<file path="src/rtl/context_quantizer_pkg.sv">
// Shared JPEG-LS parameterisation for the context quantizer:
// sample width, gradient width, thresholds and context index helpers.
package context_quantizer_pkg;

    localparam int BIT_DEPTH_DEF = 8;
    localparam int Q_LENGTH_DEF  = 4;
    localparam int T1_DEF        = 3;
    localparam int T2_DEF        = 7;
    localparam int T3_DEF        = 21;
    localparam int CTX_W         = 9;
    localparam int CTX_MAX       = 364;

    // The first non-zero gradient, in order a, b, c, decides the sign.
    function automatic logic first_neg(
        input int a,
        input int b,
        input int c
    );
        if (a != 0) return (a < 0);
        if (b != 0) return (b < 0);
        return (c < 0);
    endfunction

    // Base-9 style packing of three sign-corrected gradients.
    function automatic int ctx_of(
        input int a,
        input int b,
        input int c
    );
        return 81 * a + 9 * b + c;
    endfunction

endpackage

</file>
<file path="src/rtl/context_quantizer_gradient_quant.sv">
// Maps one signed local gradient onto the nine-level
// quantized range -4..4 using thresholds T1/T2/T3.
module gradient_quant #(
    parameter int DW = 9,
    parameter int QW = 4,
    parameter int T1 = 3,
    parameter int T2 = 7,
    parameter int T3 = 21
) (
    input  logic signed [DW-1:0] d,
    output logic signed [QW-1:0] q
);

    int dv;

    // Threshold ladder, most negative bucket first.
    always_comb begin
        dv = int'(d);
        q  = '0;
        if (dv <= -T3)      q = QW'(-4);
        else if (dv <= -T2) q = QW'(-3);
        else if (dv <= -T1) q = QW'(-2);
        else if (dv < 0)    q = QW'(-1);
        else if (dv == 0)   q = QW'(0);
        else if (dv < T1)   q = QW'(1);
        else if (dv < T2)   q = QW'(2);
        else if (dv < T3)   q = QW'(3);
        else                q = QW'(4);
    end

endmodule

</file>
<file path="src/rtl/context_quantizer.sv">
// Two-stage JPEG-LS context quantizer: gradients, then quantize/sign/index.
// Optional RUN_MODE_DETECT_EN flags the flat (all-zero gradient) context.
module context_quantizer
    import context_quantizer_pkg::*;
#(
    parameter int BIT_DEPTH = BIT_DEPTH_DEF,
    parameter int Q_length  = Q_LENGTH_DEF,
    parameter int T1        = T1_DEF,
    parameter int T2        = T2_DEF,
    parameter int T3        = T3_DEF
) (
    input  logic                 clk,
    input  logic                 rst_n,
    input  logic [BIT_DEPTH-1:0] Ra,
    input  logic [BIT_DEPTH-1:0] Rb,
    input  logic [BIT_DEPTH-1:0] Rc,
    input  logic [BIT_DEPTH-1:0] Rd,
    input  logic                 in_valid,
    output logic                 in_ready,
    output logic [Q_length-1:0]  Q_1,
    output logic [Q_length-1:0]  Q_2,
    output logic [Q_length-1:0]  Q_3,
    output logic                 sign,
    output logic [CTX_W-1:0]     ctx_idx,
    output logic                 run_flag,
    output logic                 out_valid,
    input  logic                 out_ready
);

    localparam int DW = BIT_DEPTH + 1;

    logic                en;
    logic                v1;
    logic signed [DW-1:0] d1;
    logic signed [DW-1:0] d2;
    logic signed [DW-1:0] d3;

    logic signed [Q_length-1:0] q1;
    logic signed [Q_length-1:0] q2;
    logic signed [Q_length-1:0] q3;
    logic signed [Q_length-1:0] c1;
    logic signed [Q_length-1:0] c2;
    logic signed [Q_length-1:0] c3;
    logic                       sgn_n;
    logic [CTX_W-1:0]           idx_n;
    logic                       run_n;

    // Whole pipe moves together; a held output freezes both stages.
    assign en       = !out_valid || out_ready;
    assign in_ready = en;

    // Stage 1: zero-extend the samples and form the three gradients.
    always_ff @(posedge clk or negedge rst_n) begin
        if (!rst_n) begin
            v1 <= 1'b0;
            d1 <= '0;
            d2 <= '0;
            d3 <= '0;
        end else if (en) begin
            v1 <= in_valid;
            if (in_valid) begin
                d1 <= $signed({1'b0, Rd}) - $signed({1'b0, Rb});
                d2 <= $signed({1'b0, Rb}) - $signed({1'b0, Rc});
                d3 <= $signed({1'b0, Rc}) - $signed({1'b0, Ra});
            end
        end
    end

    gradient_quant #(
        .DW (DW),
        .QW (Q_length),
        .T1 (T1),
        .T2 (T2),
        .T3 (T3)
    ) u_gq1 (
        .d (d1),
        .q (q1)
    );

    gradient_quant #(
        .DW (DW),
        .QW (Q_length),
        .T1 (T1),
        .T2 (T2),
        .T3 (T3)
    ) u_gq2 (
        .d (d2),
        .q (q2)
    );

    gradient_quant #(
        .DW (DW),
        .QW (Q_length),
        .T1 (T1),
        .T2 (T2),
        .T3 (T3)
    ) u_gq3 (
        .d (d3),
        .q (q3)
    );

    // Fold the context onto its positive half and pack the index.
    always_comb begin
        sgn_n = first_neg(int'(q1), int'(q2), int'(q3));
        c1    = sgn_n ? -q1 : q1;
        c2    = sgn_n ? -q2 : q2;
        c3    = sgn_n ? -q3 : q3;
        idx_n = CTX_W'(ctx_of(int'(c1), int'(c2), int'(c3)));
    end

`ifdef RUN_MODE_DETECT_EN
    assign run_n = (d1 == '0) && (d2 == '0) && (d3 == '0);
`else
    assign run_n = 1'b0;
`endif

    // Stage 2: output registers, held while downstream stalls.
    always_ff @(posedge clk or negedge rst_n) begin
        if (!rst_n) begin
            out_valid <= 1'b0;
            Q_1       <= '0;
            Q_2       <= '0;
            Q_3       <= '0;
            sign      <= 1'b0;
            ctx_idx   <= '0;
            run_flag  <= 1'b0;
        end else if (en) begin
            out_valid <= v1;
            if (v1) begin
                Q_1      <= c1;
                Q_2      <= c2;
                Q_3      <= c3;
                sign     <= sgn_n;
                ctx_idx  <= idx_n;
                run_flag <= run_n;
            end
        end
    end

endmodule

</file>
<file path="config.mk">
export PLATFORM = sky130hd
export DESIGN_NAME = context_quantizer
export DESIGN_NICKNAME = d
export VERILOG_FILES = /design/src/rtl/context_quantizer_pkg.sv /design/src/rtl/context_quantizer_gradient_quant.sv /design/src/rtl/context_quantizer.sv
export SDC_FILE = /design/constraint.sdc
export NUM_CORES = 1
export LEC_CHECK = 0
export CORE_MARGIN = 2
export CORE_UTILIZATION = 51
export CTS_CLUSTER_DIAMETER = 60
export DETAILED_ROUTE_END_ITERATION = 12
export GPL_TIMING_DRIVEN = 0
export HOLD_SLACK_MARGIN = 0.06
export PLACE_DENSITY = 0.78
export SLEW_MARGIN = 10
export SYNTH_ARGS = -nofsm -noshare
export SYNTH_HDL_FRONTEND = slang
export SYNTH_SLANG_ARGS = --single-unit
</file>
<file path="constraint.sdc">
create_clock -name clk -period 5.65 [get_ports clk]
set_input_delay 1.4125 -clock clk [delete_from_list [all_inputs] [get_ports clk]]
set_output_delay 1.4125 -clock clk [all_outputs]
set_load 0.005 [all_outputs]
</file>
==> impl_metrics.env, run 1 <==
export IMPL_outcome="complete, no violations"
export IMPL_critical_path_startpoint="d2[0]$_DFFE_PN0P_"
export IMPL_wire_length_of_the_first_global_routing_pass_um=16270
export IMPL_biggest_area_consumer_among_synthesized_cells="sky130_fd_sc_hd__dfrtp_1"
export IMPL_max_vdd_ir_drop_uv=305.8
export IMPL_stage_delay_of_the_slowest_cell_on_the_critical_path_ps=520
export IMPL_core_area_um2=8678
export IMPL_power_switching_mw=1.347
export IMPL_viasPerCell=5.360
export IMPL_power_density_cell_area_nw_per_um2=543.6
export IMPL_synth_nets=625
export IMPL_critPathLaunchType="flop"
export IMPL_clock_tree_buffer_depth=2
export IMPL_post_place_cells=679
export IMPL_period_share=0.9763
export IMPL_grt_max_degree=38
export IMPL_wl_um=9861
export IMPL_final_hold_viol_count=0
export IMPL_postRouteAntennaNets=0
export IMPL_power_leakage_nw=2.685
export IMPL_worst_ep_arrival_time_ps=5710
export IMPL_first_global_vias=3776
export IMPL_holdCritStartpoint="v1$_DFFE_PN0N_"
export IMPL_area_growth_synth_to_final_pct=26.13
export IMPL_netlist_top_cells_area="sky130_fd_sc_hd__dfrtp_1 28%, sky130_fd_sc_hd__ha_1 17%, sky130_fd_sc_hd__fa_1 7.5%"
export IMPL_n_antenna_cell=0
export IMPL_postCtsHoldBufs=0
export IMPL_pin_count=61
export IMPL_yosysMostFrequentCell="sky130_fd_sc_hd__inv_1"
export IMPL_post_synth_num_cell_types=52
export IMPL_clock_latency_ps=320
export IMPL_critical_path_most_common_cell="sky130_fd_sc_hd__fa_1"
export IMPL_routed_wire_length_per_instance_um=14.13
export IMPL_max_cap_violations=0
export IMPL_antenna_found_initial=0
export IMPL_layout_drive_gt1_share=0.1576
export IMPL_synthesized_area_per_cell_um2=8.883
export IMPL_groute_usage_overall=0.2026
export IMPL_crit_required_ps=5850
export IMPL_yosysWarnings=0
export IMPL_clock_sinks=51
export IMPL_synthesis_area_um2=4539
export IMPL_synth_top_cell_area_share=0.2811
export IMPL_worst_clock_skew_ps=4.409
export IMPL_ys_async_sr_fraction=1.000
export IMPL_buffer_ports_inserted=59
export IMPL_clock_root_buffer="sky130_fd_sc_hd__clkbuf_8"
export IMPL_floorplan_die_width_um=98.35
export IMPL_synth_commonest_cells="70 x sky130_fd_sc_hd__inv_1, 61 x sky130_fd_sc_hd__ha_1, 55 x sky130_fd_sc_hd__nand2_1, 55 x sky130_fd_sc_hd__o21ai_0, 51 x sky130_fd_sc_hd__dfrtp_1"
export IMPL_min_path_type="reg -> reg"
export IMPL_crit_reg2reg_launch="d2[0]$_DFFE_PN0P_"
export IMPL_detail_route_drc_violations=0
export IMPL_seq_power_share=0.184
export IMPL_dpl_hpwl_um=7726
export IMPL_via_count=3741
export IMPL_synth_seq_area_share=0.2811
export IMPL_final_cell_count_no_fill=698
export IMPL_post_layout_nets=703
export IMPL_synth_edff_count=0
export IMPL_worst_slew_pin_transition_ps=503.1
export IMPL_worst_setup_path_end_kind="flop"
export IMPL_relative_contribution_of_the_clock_network_to_total_power=0.074
export IMPL_post_layout_total_power_mw=3.112
export IMPL_drt_pre_antenna_iters=4
export IMPL_slew_headroom=0.6646
export IMPL_drtIter0Drc=146
export IMPL_finalWorstSetupSlack_ps=133.9
export IMPL_design_die_area_um2=9672
export IMPL_max_freq_ghz=0.1813
export IMPL_final_core_util=0.6597
export IMPL_aggregate_global_routing_overflow=0
export IMPL_switching_share=0.4328
export IMPL_path_cells="inv_1 -> a21oi_2 -> o221ai_2 -> a22o_1 -> a21oi_4 -> ha_2 -> nand2_2 -> o21ba_4 -> o21bai_4 -> mux2_4 -> buf_4 -> ha_4 -> fa_1 -> inv_2 -> fa_1 -> inv_2 -> fa_1 -> ha_1 -> ha_2 -> or3_4 -> o21ai_2 -> a21oi_2 -> xnor2_1 -> o21ai_1"
export IMPL_critPathTopFamily="adder cells"
export IMPL_floorplan_initialDensity=0.5231
export IMPL_crit_path_max_fanout=6
export IMPL_fp_row_count=34
export IMPL_critical_path_class="reg -> reg"
export IMPL_worst_path_buf_inv=4
export IMPL_register_bit_total_from_synthesis=51
export IMPL_dp_worst_setup_slack_ps=-382.0
export IMPL_cts_tree="built"
export IMPL_slowest_stage="sky130_fd_sc_hd__fa_1"
export IMPL_share_comb_of_total_power=0.742
export IMPL_synthCells=511
export IMPL_cts_htree_levels=2
export IMPL_slew_viol_final=0
export IMPL_postSynth_topFlopCell="sky130_fd_sc_hd__dfrtp_1"
export IMPL_number_of_buffers_created_by_cts=5
export IMPL_min_period_ps=5516
export IMPL_setup_violations_final=0
export IMPL_gp_congestion=0.8176
export IMPL_p_int_mw=1.765
export IMPL_worst_setup_hold_path_clk_slew_ps=100
export IMPL_chipHeight_um=98.35
[placed cells by master (no fill, tap or decap), types with 4 or more instances in the layout]
cell type,n
sky130_fd_sc_hd__clkbuf_8,5
sky130_fd_sc_hd__o21a_1,6
sky130_fd_sc_hd__a21oi_2,4
sky130_fd_sc_hd__o31ai_1,6
sky130_fd_sc_hd__ha_4,9
sky130_fd_sc_hd__a31oi_1,5
sky130_fd_sc_hd__inv_2,5
sky130_fd_sc_hd__clkdlybuf4s50_1,58
sky130_fd_sc_hd__clkbuf_1,12
sky130_fd_sc_hd__dfrtp_1,48
sky130_fd_sc_hd__and3_1,4
sky130_fd_sc_hd__a211oi_1,4
sky130_fd_sc_hd__o21ai_2,5
sky130_fd_sc_hd__buf_2,4
sky130_fd_sc_hd__nand2_1,53
sky130_fd_sc_hd__fa_1,17
sky130_fd_sc_hd__mux2_2,8
sky130_fd_sc_hd__xnor2_1,19
sky130_fd_sc_hd__nor2_1,15
sky130_fd_sc_hd__nor3_1,8
sky130_fd_sc_hd__ha_1,49
sky130_fd_sc_hd__o21ai_0,51
sky130_fd_sc_hd__inv_1,65
sky130_fd_sc_hd__a21o_1,11
sky130_fd_sc_hd__xor2_1,8
sky130_fd_sc_hd__nand2b_1,8
sky130_fd_sc_hd__a21oi_1,17
sky130_fd_sc_hd__o21bai_1,4
sky130_fd_sc_hd__nor2b_1,4
sky130_fd_sc_hd__buf_4,15
[tightest hold or removal path, stage by stage (launching register included)]
cell and delay, ps:
sky130_fd_sc_hd__dfrtp_1 360, sky130_fd_sc_hd__inv_1 50, sky130_fd_sc_hd__nand2_1 50
[timing repair]
item,4_1_cts,5_1_grt
endpoints found under the hold margin,0,0
pin swaps,7,27
gates resized for setup,12,44
setup buffers,6,8
setup endpoints to repair,4,4
[flip-flops by register name, summed over array words and instances (netlist names), 4 cells and up]
signal	flops
Q_1	4
Q_2	4
Q_3	4
ctx_idx	9
d1	9
d2	9
d3	9
[per-layer routing]
metal	routed length [µm]	GRT usage
met2	5243	0.3888
met4	209	0.05796
met1	4084	0.2340
met5	0	0
met3	324	0.02505
[worst paths after layout]
check / cells past startpoint / slack, ps / end
min in group asynchronous: 1 / 990 / ctx_idx[1]$_DFFE_PN0P_
max: 24 / 130 / ctx_idx[8]$_DFFE_PN0P_
min reg2reg: 2 / 480 / out_valid$_DFFE_PN0N_
min: 2 / 480 / out_valid$_DFFE_PN0N_
max in group asynchronous: 2 / 4140 / d1[2]$_DFFE_PN0P_
max reg2reg: 24 / 130 / ctx_idx[8]$_DFFE_PN0P_
[metrics by stage]
step | cell area [µm²] | hold slack, ps | setup TNS (ps)
after floorplan | 4543 | 436.5 | 0
after global routing | 5725 | 532.2 | -134.2
after CTS | 5466 | 482.4 | 0
final | 5725 | 479.9 | 0
after detailed placement | 5284 | 453.5 | -1072
after global placement | 5269 | 449.8 | -744.1
[cell families after synthesis]
kind of cell | Yosys count | synth area share
other | 1 | 0.0008261
buffers and inverters | 91 | 0.07883
and+or+nand+nor | 114 | 0.1249
adders and majority gates | 78 | 0.2431
DFF | 51 | 0.2811
muxes | 9 | 0.02233
xor gates and xnor gates | 30 | 0.05954
AOI/OAI and AO/OA | 137 | 0.1894
[area by class of cell]
class / instances / area [µm²]
multi-input cells: 369 / 3151
fillers: 717 / 2953
flip-flops and latches: 51 / 1280
repair buffers: 74 / 710.7
inverters: 70 / 262.8
well taps: 108 / 135.1
plain buffers: 18 / 90.09
clock buffers: 5 / 68.82
clock inverters: 3 / 27.53
[power by group through the flow]
stage	clock network, mW	logic [mW]	registers, mW
2_1_floorplan	0	1.39	0.558
3_3_place_gp	0	1.77	0.560
3_5_place_dp	0	1.83	0.569
4_1_cts	0.234	1.90	0.568
5_1_grt	0.251	2.54	0.593
6_report	0.231	2.31	0.573
(Power assumes the default switching activity.)
==> run 2: changes to the inputs <==
GPL_ROUTABILITY_DRIVEN = 0   (was unset)
==> results of run 2 <==
The final DEF is identical to that of run 1; final timing and power are the same.
==> RTL edit: new RTL, config.mk and constraints of run 1 <==
Reset style: synchronous (`rst_n`), changed in 2 clocked blocks.
--- a/src/rtl/context_quantizer.sv
+++ b/src/rtl/context_quantizer.sv
@@ -52,3 +52,3 @@
     // Stage 1: zero-extend the samples and form the three gradients.
-    always_ff @(posedge clk or negedge rst_n) begin
+    always_ff @(posedge clk) begin
         if (!rst_n) begin
@@ -117,3 +117,3 @@
     // Stage 2: output registers, held while downstream stalls.
-    always_ff @(posedge clk or negedge rst_n) begin
+    always_ff @(posedge clk) begin
         if (!rst_n) begin
Check against the original RTL: differs if rst_n is asserted again (counterexample within 4 cycles, from zero or initial values and one cycle with rst_n low); with rst_n held inactive, the same outputs for 4 cycles.
==> RTL edit against run 1 <==
Utilization grew 1.9 points. Non-clock buffer count grew 8. Power shrank 5.6%. Routed wire length grew 34%. Worst setup slack lost 0.084 ns. Sequential cell count is the same. Critical path depth shrank 1. Count of clock-buffer cells in the layout grew 1. Cell area grew 4.4%. Cell count grew 9.6%. Area after synthesis grew 2.7%. Via count grew 21%. Critical path type unchanged. Critical endpoint is now ctx_idx[8].
==> RTL edit: results (changes against run 1) <==
Parameter                              Value

Run status
  Run status    finished, final reports clean

Yosys
  Number of distinct library cells after synthesis    69 (+33%)
  Main flop type after synthesis    dfxtp_1
  Area contributors post-synth    dfxtp_1 22%, ha_1 16%, fa_1 7.3%
  Sequential element share of the synthesized area    21.89% (-6.2 points)
  Ys async rst share    0% (-100 points)
  Net Count, Synth    689 (+10%)
  Most common library cells after synthesis    75 x inv_1, 61 x ha_1, 51 x dfxtp_1

Place
  Input/output buffers    58 (-1.7%)
  Final weighted congestion in routability-driven placement    0.9442 (+15%)
  Post-DP HPWL    9.641 mm (+25%)
  Pre-CTS WS    -0.6604 ns (-0.2784 ns)

Global route
  Via count of the first global-routing pass    4375 (+16%)
  Total GRT Usage    25.57% (+5.3 points)
  Number of antenna violations at the first check in global routing    0 (unchanged)
  First-pass GRT wire length    20.38 mm (+25%)
  Largest net degree at the start of global routing    17 (-55%)

Setup path
  R2r setup slk    0.05 ns (-0.08 ns)
  Largest fanout of any net on the critical path    8 (+2)
  Critical-path cell with the highest stage delay    fa_1
  Worst path arrival time    5.82 ns (+0.11 ns)

STA
  Worst clock skew on the final layout    0.005920 ns (+0.001511 ns)
  Slew at the pin closest to its max-slew limit    0.6549 ns (+0.1518 ns)
  Worst-case setup margin in the final layout    0.05003 ns (-0.08386 ns)
  Min Hold Slack    0.4608 ns (-0.01909 ns)

Detailed routing
  Via count of the routed design    4545 (+21%)
  1st-pass router iterations    5 (+1)
  Routed wire length    13.19 mm (+34%)
  Initial drt markers    307 (+110%)

Power and ir drop
  Leak    2.509 nW (-6.6%)
  Maximum VDD drop    0.3011 mV (-1.5%)

Layout
  Layout cell share with drive strength beyond 1    16.29% (+0.52 points)
  Fillers    698 (-2.6%)
  Post-layout net count    770 (+9.5%)
  Area growth from synthesis to final layout    28.20%

Clocking
  Post-CTS Hold Buffers    0 (unchanged)
  Clock input transition at the sequential cells of the worst setup and hold paths    0.10 ns (about the same)
## RTL edit: kinds of logic (layout without fill, tap and decap cells)
family | after synthesis | after routing | share of synthesized area (%)
xor gates and xnor gates | 15 | 15 | 2.817
muxes | 4 | 4 | 0.9927
and+or+nand+nor | 171 | 171 | 19.35
adders and majority gates | 78 | 78 | 23.67
DFF | 51 | 51 | 21.89
other | 1 | 1 | 0.08042
buffers and inverters | 102 | 184 | 8.881
AOI/OAI and AO/OA | 153 | 153 | 22.32
## RTL edit: layout make-up
| class | instances | area [µm²] | share of cell area (%) |
|---|---|---|---|
| repair buffers | 78 | 732.0 | 12.24 |
| clock inverters | 2 | 16.27 | 0.2721 |
| flip-flops and latches | 51 | 1035 | 17.31 |
| multi-input cells | 422 | 3578 | 59.86 |
| plain buffers | 22 | 123.9 | 2.072 |
| well taps | 108 | 135.1 | 2.260 |
| clock buffers | 6 | 72.57 | 1.214 |
| inverters | 76 | 285.3 | 4.772 |
## RTL edit: path summary, 6_finish.rpt
kind | from | endpoint | cells after the start
worst max register to register | d2[2] | ctx_idx[8] | 23
worst min register to register | ctx_idx[4] | ctx_idx[4] | 2
worst min-delay path | ctx_idx[4] | ctx_idx[4] | 2
worst max-delay path | d2[2] | ctx_idx[8] | 23
## RTL edit: where the power goes
group	switching [mW]	total [mW]	internal (mW)	leakage, nW
clock network	0.141	0.230	0.0895	0.0418
logic	1.20	2.27	1.06	2.04
registers	0.0402	0.443	0.403	0.423
## RTL edit: timing repair
| item | in CTS | in global routing |
|---|---|---|
| buffers inserted | 7 | 12 |
| gates resized for setup | 36 | 40 |
| endpoints found under the setup margin | 7 | 5 |
| gates cloned | 0 | 1 |
| pin swaps | 11 | 28 |
## RTL edit: routing by layer
metal  track usage [%]  vias up  wire length, µm
li1                  -     2187                -
met1             30.61     2171             5546
met2             46.57      155             6708
met3             3.373       32              576
met4             9.378        0              358
met5                 0        -                0
## RTL edit: worst min-delay path, cell delays in order (launching register included)
cell,delay (ns)
dfxtp_1,0.33
nand2_1,0.05
a21oi_1,0.05
## RTL edit: metrics by stage
stage	TNS (ns)	instances	instance area (µm²)
5_1_grt	-0.1885	765	5978
3_3_place_gp	-2.402	741	5420
2_1_floorplan	0	575	4705
6_report	0	765	5978
3_5_place_dp	-2.958	741	5420
4_1_cts	-0.02951	755	5708
